$ cat src/rtl/window_gen.sv
// window_gen: 3x3 sliding-window generator for a raster pixel stream.
//   Pixels arrive row-major from (0,0). Two line buffers hold the previous
//   two rows. A 3x3 register array shifts left by one column on every
//   accepted pixel. A window is emitted only when it lies entirely inside
//   the current frame (row >= 2 and col >= 2).
// Ports:
//   clk, rst_n          clock, synchronous active-low reset
//   clear               synchronous restart of frame position, drops pending window
//   in_valid/in_ready   input pixel handshake, in_pix is the pixel data
//   out_valid/out_ready output window handshake
//   w0..w8              window, row-major (w0 top-left, w8 bottom-right)
//   out_first/out_last  first / last window of the frame
module window_gen #(
  parameter int DW = 8,
  parameter int W  = 64,
  parameter int H  = 64
) (
  input  logic          clk,
  input  logic          rst_n,
  input  logic          clear,
  input  logic          in_valid,
  output logic          in_ready,
  input  logic [DW-1:0] in_pix,
  output logic          out_valid,
  input  logic          out_ready,
  output logic [DW-1:0] w0,
  output logic [DW-1:0] w1,
  output logic [DW-1:0] w2,
  output logic [DW-1:0] w3,
  output logic [DW-1:0] w4,
  output logic [DW-1:0] w5,
  output logic [DW-1:0] w6,
  output logic [DW-1:0] w7,
  output logic [DW-1:0] w8,
  output logic          out_first,
  output logic          out_last
);

  localparam int CW = $clog2(W);
  localparam int RW = $clog2(H);

  logic [CW-1:0] col_q, col_d;
  logic [RW-1:0] row_q, row_d;
  logic          ov_q, ov_d;
  logic          of_q, of_d;
  logic          ol_q, ol_d;
  logic [DW-1:0] win_q [9];
  logic [DW-1:0] win_d [9];

  // lb1 holds row-1, lb2 holds row-2, both indexed by column.
  logic [DW-1:0] lb1_q [W];
  logic [DW-1:0] lb2_q [W];

  logic          accept;
  logic          emit;
  logic          col_end;
  logic          row_end;
  logic [DW-1:0] tap1;
  logic [DW-1:0] tap2;

  // A stalled window blocks intake, so the window registers never shift
  // while a window is waiting to be taken.
  assign in_ready = !clear && (!ov_q || out_ready);
  assign accept   = in_valid && in_ready;
  assign col_end  = (col_q == CW'(W - 1));
  assign row_end  = (row_q == RW'(H - 1));
  assign emit     = accept && (row_q >= RW'(2)) && (col_q >= CW'(2));
  assign tap1     = lb1_q[col_q];
  assign tap2     = lb2_q[col_q];

  always_comb begin
    col_d = col_q;
    row_d = row_q;
    ov_d  = ov_q;
    of_d  = of_q;
    ol_d  = ol_q;
    for (int unsigned i = 0; i < 9; i++) begin
      win_d[i] = win_q[i];
    end

    if (clear) begin
      col_d = '0;
      row_d = '0;
      ov_d  = 1'b0;
    end else begin
      if (ov_q && out_ready) begin
        ov_d = 1'b0;
      end
      if (accept) begin
        if (col_end) begin
          col_d = '0;
          row_d = row_end ? '0 : row_q + 1'b1;
        end else begin
          col_d = col_q + 1'b1;
        end

        // shift left; new right column is {row-2, row-1, current} at col
        win_d[0] = win_q[1];
        win_d[1] = win_q[2];
        win_d[2] = tap2;
        win_d[3] = win_q[4];
        win_d[4] = win_q[5];
        win_d[5] = tap1;
        win_d[6] = win_q[7];
        win_d[7] = win_q[8];
        win_d[8] = in_pix;

        if (emit) begin
          ov_d = 1'b1;
          of_d = (row_q == RW'(2)) && (col_q == CW'(2));
          ol_d = row_end && col_end;
        end
      end
    end
  end

  always_ff @(posedge clk) begin
    if (!rst_n) begin
      col_q <= '0;
      row_q <= '0;
      ov_q  <= 1'b0;
      of_q  <= 1'b0;
      ol_q  <= 1'b0;
      for (int unsigned i = 0; i < 9; i++) begin
        win_q[i] <= '0;
      end
    end else begin
      col_q <= col_d;
      row_q <= row_d;
      ov_q  <= ov_d;
      of_q  <= of_d;
      ol_q  <= ol_d;
      for (int unsigned i = 0; i < 9; i++) begin
        win_q[i] <= win_d[i];
      end
    end
  end

  // Line buffers are not reset; every entry read for an emitted window was
  // written earlier in the same frame.
  always_ff @(posedge clk) begin
    if (rst_n && accept) begin
      lb2_q[col_q] <= tap1;
      lb1_q[col_q] <= in_pix;
    end
  end

  assign out_valid = ov_q;
  assign out_first = of_q;
  assign out_last  = ol_q;
  assign w0 = win_q[0];
  assign w1 = win_q[1];
  assign w2 = win_q[2];
  assign w3 = win_q[3];
  assign w4 = win_q[4];
  assign w5 = win_q[5];
  assign w6 = win_q[6];
  assign w7 = win_q[7];
  assign w8 = win_q[8];

endmodule

$ cat config.mk
export PLATFORM = sky130hd
export DESIGN_NAME = window_gen
export DESIGN_NICKNAME = d
export VERILOG_FILES = /design/src/rtl/window_gen.sv
export SDC_FILE = /design/constraint.sdc
export NUM_CORES = 1
export LEC_CHECK = 0
export CAP_MARGIN = 10
export CORE_MARGIN = 2
export CORE_UTILIZATION = 55
export DETAILED_ROUTE_END_ITERATION = 10
export DONT_BUFFER_PORTS = 1
export PLACE_DENSITY = 0.7
export SLEW_MARGIN = 20
export SYNTH_ARGS = -nofsm -noshare
export SYNTH_HDL_FRONTEND = slang
export SYNTH_SLANG_ARGS = --single-unit
$ cat constraint.sdc
create_clock -name clk -period 3.7 [get_ports clk]
set_input_delay 0.37 -clock clk [delete_from_list [all_inputs] [get_ports clk]]
set_output_delay 0.37 -clock clk [all_outputs]
set_load 0.01 [all_outputs]
# ---- Word level (Yosys, flattened, before mapping)
# Memories as Yosys holds them, arrays and structs flattened. A register that Yosys moved wholly into a read port is not among the register bits.
# Cells that the tools add are included.
dict set report word_totals {
  regBits 15
  mem_bits_rw 1096
  input_bits 13
  out_inout_bits 76
  word_cells 65
  mem_count 3
}
dict set report op_classes {
  add_sub_neg 2
  order_cmp 2
  eq_ne 4
  mux 24
  bitwise 11
  reduce_logical 14
}
# memory words width read_ports rd_ports_with_merged_regs write_ports line
set mem_list {}
lappend mem_list {lb1_q 64 8 1 1 1 51} ;# logic [DW-1:0] lb1_q [W];
lappend mem_list {lb2_q 64 8 1 1 1 52} ;# logic [DW-1:0] lb2_q [W];
lappend mem_list {win_q 9 8 9 0 9 47} ;# logic [DW-1:0] win_q [9];
# op n
set ops {}
lappend ops {{two-way mux 72 bit} 2}
lappend ops {{two-way mux 8 bit} 9}
lappend ops {{two-way mux 6 bit} 6}
lappend ops {{adder 6 x 1 -> 6 bit, second input constant} 2}
lappend ops {{equality test 6 x 2 -> 1 bit, second input constant} 2}
lappend ops {{equality test 6 bit, second input constant} 2}
lappend ops {{>= comparator 6 x 2 -> 1 bit, second input constant} 2}
lappend ops {{OR 1 bit} 9}
lappend ops {{logical AND 1 bit} 8}
lappend ops {{two-way mux 1 bit} 7}
lappend ops {{AND reduction 3 bit} 1}
lappend ops {{zero test 1 bit} 2}
lappend ops {{NOT 1 bit} 2}
lappend ops {{AND reduction 2 bit} 1}
lappend ops {{OR reduction 2 bit} 1}
lappend ops {{logical OR 1 bit} 1}

# ---- Depth between registers and ports, before layout
# Gate-level depths: netlist of the first run.
dict set report depth {
  depth_word 8
  ltp_mapped 10
  ltp_nobuf 6
}

# ---- Least setup slack after synthesis of the first run
# Ideal clock, no wire load.
dict set report synth_timing {
  path_kind {register to register}
  start {register (tool-made name)}
  end {memory lb2_q[0][3], data pin}
  setup_time_ns 0.500
  arrival_ns 3.018
  setup_slack_ns 0.182
  stages_incl_launch_ff 10
  synth_period_minus_slack_ns 3.518
  cell_sequence {dfxtp_1 > buf_6 > buf_6 > buf_6 > buf_6 > nor2_1 > a22oi_1 > nand3_1 > and4_1 > nor2_1}
}
# item line
set synth_lines {}
lappend synth_lines {{to (decl)} 52}

==> flow_summary.ini, run 1 <==
[run_status]
status = finished, final reports clean

[drt]
drt_iter0_markers = 3373
drt_wl_total_um = 112000
antenna_left = 0
wire_per_inst_um = 31.5
vias_per_cell = 6.51
vias = 23100
drcViolationCount = 0
dr.pass1.iters = 5

[critical_path]
critPathMaxFanout = 26
crit_buf_inv = 2
crit_arrival_ns = 3.97
cp-end-kind = flip-flop
cp.required_ns = 4.10
crit_family = compound AO/OA/AOI/OAI gates
start_kind = flip-flop
crit_chain = buf_4, mux4_1, a22o_1, o21ai_0, and4_1, nor2_4, buf_4
crit_top_cell = buf_4
crit_type = flip-flop to flip-flop
critPathSlowestCell = dfxtp_4
max_stage_delay_ns = 0.67

[yosys]
netlist-cell-type-count = 62
synth_edf_count = 1024
ys.warnings.count = 0
syn_nets = 2305
netlist_instances = 2288
yosysSeqAreaShare_pct = 75.1
ys_ff_latch = 1117
synth_ff_type = edfxtp_1
ys_async_sr_fraction_pct = 0
syn_area_mm2 = 0.0434
avgSynthCellArea_um2 = 19.0

[sta]
tightest_slew_ns = 1.04
fin_crit_ns = 3.57
relSlewSlack_pct = 30.4
hold_slack_ns = 0.0502
clock.fmax_ghz = 0.280
report.final.slew_viol_count = 0
fin_ws_ns = 0.128
fin_skew_ns = 0.0467
fin_crit_sh_pct = 96.5
setup_viol = 0
fin_tns_setup_ns = 0
hold_viol_final = 0
rsz0062_at_grt = no

[floorplanning]
initial_core_util_pct = 55.2
core_mm2 = 0.0786
die_w_um = 285
die_h_um = 285
pin_count = 89
die_area_mm2 = 0.0812
num_rows = 103

[global_route]
grt_max_degree = 75
grt_pass1_wl_um = 160000
grt_pass1_vias = 22500
grtUsageTotal_pct = 27.6
gr-total-overflow = 0
antenna_found_initial = 5

[clocking]
clk_pin_slew_ns = 0.06
clockRootBuffer = clkbuf_16
cts_tree = done
cts_buffers = 110
cts_setup_buffers = 0
cts_buffer_depth = 3
insertion_delay_ns = 0.69
cts.sinks = 1117
htreeDepth = 3

[layout]
fin_nets = 2422
syn_to_final_growth_pct = 12.4
drive_gt1_share_pct = 18.9
fin_cells = 3551
antenna_cells = 0
final_core_util_pct = 62.1
fillers = 5327

[power_and_ir_drop]
peakVddDrop_v = 0.000391
comb_power_share_pct = 2.9
p_leak_nw = 15.1
p_sw_w = 0.00522
p_per_area_mw_per_mm2 = 520
p_sw_share_pct = 20.6
clkPwrFrac_pct = 42.4
p_int_w = 0.0201
seqPwrFrac_pct = 54.6

[placed_design]
numPortBuffers = 0
placed_cells = 3333
hpwl_um = 68900
place_congestion = 0.977
pre_cts_slack_ns = 0.243

[run]
drv_cap = 0

[hold_path]
hp-class = input port to flip-flop
repair_timing:
item                                    4_1_cts  5_1_grt
hold buffers                                 10        0
endpoints found under the hold margin       586        0
gates resized for setup                       0        1
endpoints found under the setup margin        0       58
cells in the mapped netlist, types with 3 or more instances:
cell      number  area, µm²
ha_1           4       50.1
buf_2         32        160
inv_1          6       22.5
buf_4         15        113
nor2_1       108        405
xnor2_1        3       26.3
nor3_1         8       40.0
buf_6         19        214
a41o_1         5       50.1
nand4b_1      10       87.6
clkbuf_8      11        151
a21oi_1        4       20.0
dfxtp_1       93       1860
o211ai_1       4       30.0
nand4_1       12       75.1
or4_1          3       22.5
nand2b_1       6       37.5
a31o_1         8       70.1
nand2_1      150        563
o21ai_0       14       70.1
nand3b_1       5       37.5
mux4_1        34        893
buf_1          6       22.5
nor2b_1       14       87.6
mux2_2         4       45.0
and2_1         4       25.0
a22oi_1      100        751
mux2i_1      169       1690
and4_1         5       43.8
clkbuf_1      46        173
or3b_2         3       26.3
edfxtp_1    1024      30700
mux4_2       142       3200
a21boi_0      60        450
nand3_1       36        180
o22ai_1       10       62.6
or3_1          6       37.5
and3_1        14       87.6
o31ai_1        6       45.0
xor2_1         5       43.8
a31oi_1       20        125
a22o_1        24        210
or2_2          3       18.8
buf_12         6        120
path summary, 6_finish.rpt:
check / endpoint / slack, ns / from / cells after the start
worst min-delay path: lb1_q[23][7] / 0.05 / in_pix[7] / 1
worst max-delay path: lb2_q[62][7] / 0.13 / flip-flop / 7
worst max register to register: lb2_q[62][7] / 0.13 / flip-flop / 7
worst min register to register: win_q[0][53] / 0.51 / win_q[0][53] / 2
area by class of cell:
| type | instances | area [µm²] | share of cell area, % |
|---|---|---|---|
| Clock buffer | 153 | 2980 | 6.11 |
| Multi-Input combinational cell | 1025 | 9860 | 20.2 |
| Sequential cell | 1117 | 32600 | 66.8 |
| Timing Repair Buffer | 145 | 1470 | 3.01 |
| Clock inverter | 55 | 532 | 1.09 |
| Tap cell | 1050 | 1310 | 2.69 |
| Inverter | 6 | 22.5 | 0.0461 |
sequential cells by signal (all words and copies together), names as in the netlist, named ones only:
| register | cells |
|---|---|
| col_q | 6 |
| out_valid | 1 |
| out_last | 1 |
| lb2_q | 512 |
| row_q | 6 |
| out_first | 1 |
| lb1_q | 512 |
| win_q | 72 |
worst register-to-register path: stages, from the launching register on:
cell and delay (ns):
dfxtp_4 0.67, buf_4 0.40, mux4_1 0.61, a22o_1 0.25, o21ai_0 0.65, and4_1 0.36
nor2_4 0.09, buf_4 0.24
power by group through the flow:
| stage | sequential [W] | clock (W) | combinational (W) |
|---|---|---|---|
| after floorplan | 0.0141 | 0 | 0.000419 |
| after global placement | 0.0141 | 0 | 0.000579 |
| after detailed placement | 0.0141 | 0 | 0.000592 |
| after CTS | 0.0139 | 0.0109 | 0.000732 |
| after global routing | 0.0139 | 0.0114 | 0.000776 |
| final | 0.0139 | 0.0108 | 0.000739 |
metal layers:
layer | GRT usage (%) | routed length, µm | vias up | share of wire, %
met3 | 6.60 | 13000 | 215 | 12
li1 | - | - | 9497 | -
met4 | 9.86 | 4170 | 2 | 3.7
met5 | 0 | 20 | - | 0.018
met1 | 38.6 | 42500 | 11900 | 38
met2 | 43.0 | 52300 | 1446 | 47
kinds of logic after synthesis:
logic type      count (synthesis)  share of synthesized area [%]
compound gates                271                           4.68
xor+xnor                        8                          0.161
fa+ha+maj                       4                          0.115
buf+inv                       146                           2.34
flops                        1117                           75.1
mux                           349                           13.4
simple gates                  393                           4.20
metrics by stage:
stage	total power, W	instance area (µm²)
after global routing	0.0260	48800
after global placement	0.0147	45000
after floorplan	0.0145	43400
final	0.0254	48800
after CTS	0.0255	48800
after detailed placement	0.0147	45000
cell usage in the layout, fill, tap and decap left out, types with 5 or more instances in the layout:
cell type and count:
mux4_2 142, buf_16 9, nor3_1 7, a21boi_0 60, nand2b_1 6, xor2_1 5
a22o_1 24, buf_4 119, clkbuf_1 36, a41o_1 5, clkinv_1 18, a22oi_1 100
clkbuf_8 7, and4_1 5, nor2_1 103, o22ai_1 10, nand4_1 12, clkinv_2 18
or3_1 6, mux4_1 34, o21ai_0 13, nor2b_1 12, nand3b_1 5, clkbuf_16 110
dfxtp_1 90, and3_1 13, nand2_1 146, a31o_1 8, mux2i_1 169, edfxtp_1 1024
nand3_1 35, o31ai_1 6, bufinv_16 6, buf_12 16, a31oi_1 20, inv_1 6
nand4b_1 10
(Power assumes the default switching activity.)
==> inputs of run 2 (changes only) <==
==> constraint.sdc (replaced) <==
create_clock -name clk -period 3.26 [get_ports clk]
set_input_delay 0.326 -clock clk [delete_from_list [all_inputs] [get_ports clk]]
set_output_delay 0.326 -clock clk [all_outputs]
set_load 0.05 [all_outputs]
==> run 2 against run 1 <==
- fmax rose by 13%
- clock skew decreased by 0.012 ns
- worst hold slack got worse by 0.033 ns
- global-route usage down 0.28 points
- setup slack got worse by 0.022 ns
- power up 18%
- first-iteration DRC count is 8.9% lower
- via count increased by 0.23%
- routed wire length fell by 1.4%
==> flow_summary.ini, run 2 (synthesis results as in run 1) <==
[run_status]
status = finished, final reports clean

[floorplanning]
die_w_um = 285
pin_count = 89
core_mm2 = 0.0786
num_rows = 103
initial_core_util_pct = 55.2
die_h_um = 285
die_area_mm2 = 0.0812

[clocking]
insertion_delay_ns = 0.70
cts.sinks = 1117
cts_tree = done
cts_buffers = 109
cts_buffer_depth = 3
cts_setup_buffers = 0
htreeDepth = 3
clockRootBuffer = clkbuf_16
clk_pin_slew_ns = 0.06

[layout]
register_area_mm2 = 0.0326
reg_top3 = lb1_q: 512 flops, lb2_q: 512 flops, win_q: 72 flops
final_cell_area_mm2 = 0.0498
syn_to_final_growth_pct = 14.6
multi_input_area_mm2 = 0.00986
drive_gt1_share_pct = 21.6
fin_nets = 2472
final_cell_mix = edfxtp_1, mux2i_1, buf_4, nand2_1, mux4_2
fillers = 5228
layout_commonest_cell = edfxtp_1

[placed_design]
numPortBuffers = 0
hpwl_um = 69300
place_congestion = 0.935
placed_area_mm2 = 0.0456

[hold_path]
hp-start = in_pix[6]
hp-class = input port to flip-flop
holdPathStages = 3
min_to = win_q[0][70]

[sta]
hold_viol_final = 0
tightest_slew_ns = 0.865
clock.fmax_ghz = 0.317
fin_crit_sh_pct = 96.7
fin_skew_ns = 0.0348
rsz0062_at_grt = no
setup_viol = 0
fin_crit_ns = 3.15
report.final.slew_viol_count = 0
relSlewSlack_pct = 42.3
fin_tns_setup_ns = 0

[critical_path]
crit_type = flip-flop to flip-flop
crit_arrival_ns = 3.57
cp-end-kind = flip-flop
cp.required_ns = 3.67
critPathMaxFanout = 31
r2r_end = lb2_q[3][7]
start_kind = flip-flop
rr_worst_depth = 8
rrSetupSlack_ns = 0.11

[global_route]
antenna_found_initial = 3
gr-total-overflow = 0
grt_pass1_wl_um = 159000
grtUsageTotal_pct = 27.3
grt_max_degree = 77
grt_pass1_vias = 22600

[drt]
drt_wl_total_um = 110000
antenna_left = 0
drcViolationCount = 0
vias = 23200
drt_iter0_markers = 3074
wire_per_inst_um = 30.6
vias_per_cell = 6.42
dr.pass1.iters = 6

[power_and_ir_drop]
p_per_area_mw_per_mm2 = 603
p_total_w = 0.0300
p_leak_nw = 15.6
peakVddDrop_v = 0.000490

[run]
drv_cap = 0
[run 2: cell type report]
cell class                      instances  area share (%)
Timing Repair Buffer                  196            4.08
Clock inverter                         65            1.53
Antenna cell                            3          0.0151
Sequential cell                      1117            65.6
Clock buffer                          143            6.32
Multi-Input combinational cell       1025            19.8
Inverter                                6          0.0453
Tap cell                             1050            2.64
[run 2: timing repair]
action / CTS / global route
setup endpoints to repair: 0 / 168
hold endpoints to repair: 589 / 0
hold buffers: 10 / 0
gates resized for setup: 0 / 1
[run 2: worst max-delay path by stage]
stage	start	to	cells after the start	slack, ns
final	flip-flop	lb2_q[3][7]	8	0.11
after global routing	flip-flop	lb2_q[2][7]	8	0.06
after CTS	flip-flop	lb2_q[23][5]	7	0.01
after detailed placement	flip-flop	lb2_q[28][5]	7	0.02
after global placement	flip-flop	lb2_q[28][5]	7	0.06
after floorplan	flip-flop	lb2_q[0][1]	7	0.36
[run 2: critical path, stage by stage, from the launching register on]
cell and delay (ns):
dfxtp_4 0.53, buf_12 0.30, buf_12 0.19, mux4_1 0.55, a22oi_1 0.16, a21boi_0 0.26
nor3_1 0.52, nor2_4 0.15, buf_12 0.19
[run 2: metrics by stage]
stage / cells / util [%] / hold slack [ns] / worst slack [ns]
after floorplan: 2288 / - / 0.425 / 0.363
after global placement: 3383 / 58.0 / 0.433 / 0.0611
after detailed placement: 3385 / 58.0 / 0.434 / 0.0178
after CTS: 3603 / 63.3 / 0.00817 / 0.0129
after global routing: 3602 / 63.3 / 0.0228 / 0.0619
final: 3605 / 63.3 / 0.0170 / 0.106
[run 2: report_power, final]
group	leakage [nW]	switching (W)	internal, W
clock	1.91	0.00538	0.00794
sequential	9.96	0.000128	0.0157
combinational	3.72	0.000557	0.000325
total	15.6	0.00606	0.0239
[run 2: layer usage]
layer	part of all wire, %	vias to the layer above	track usage (%)
met2	46	1437	42.0
met3	11	229	5.72
li1	-	9615	-
met5	0.014	-	0
met4	4.5	2	12.3
met1	38	11900	38.1
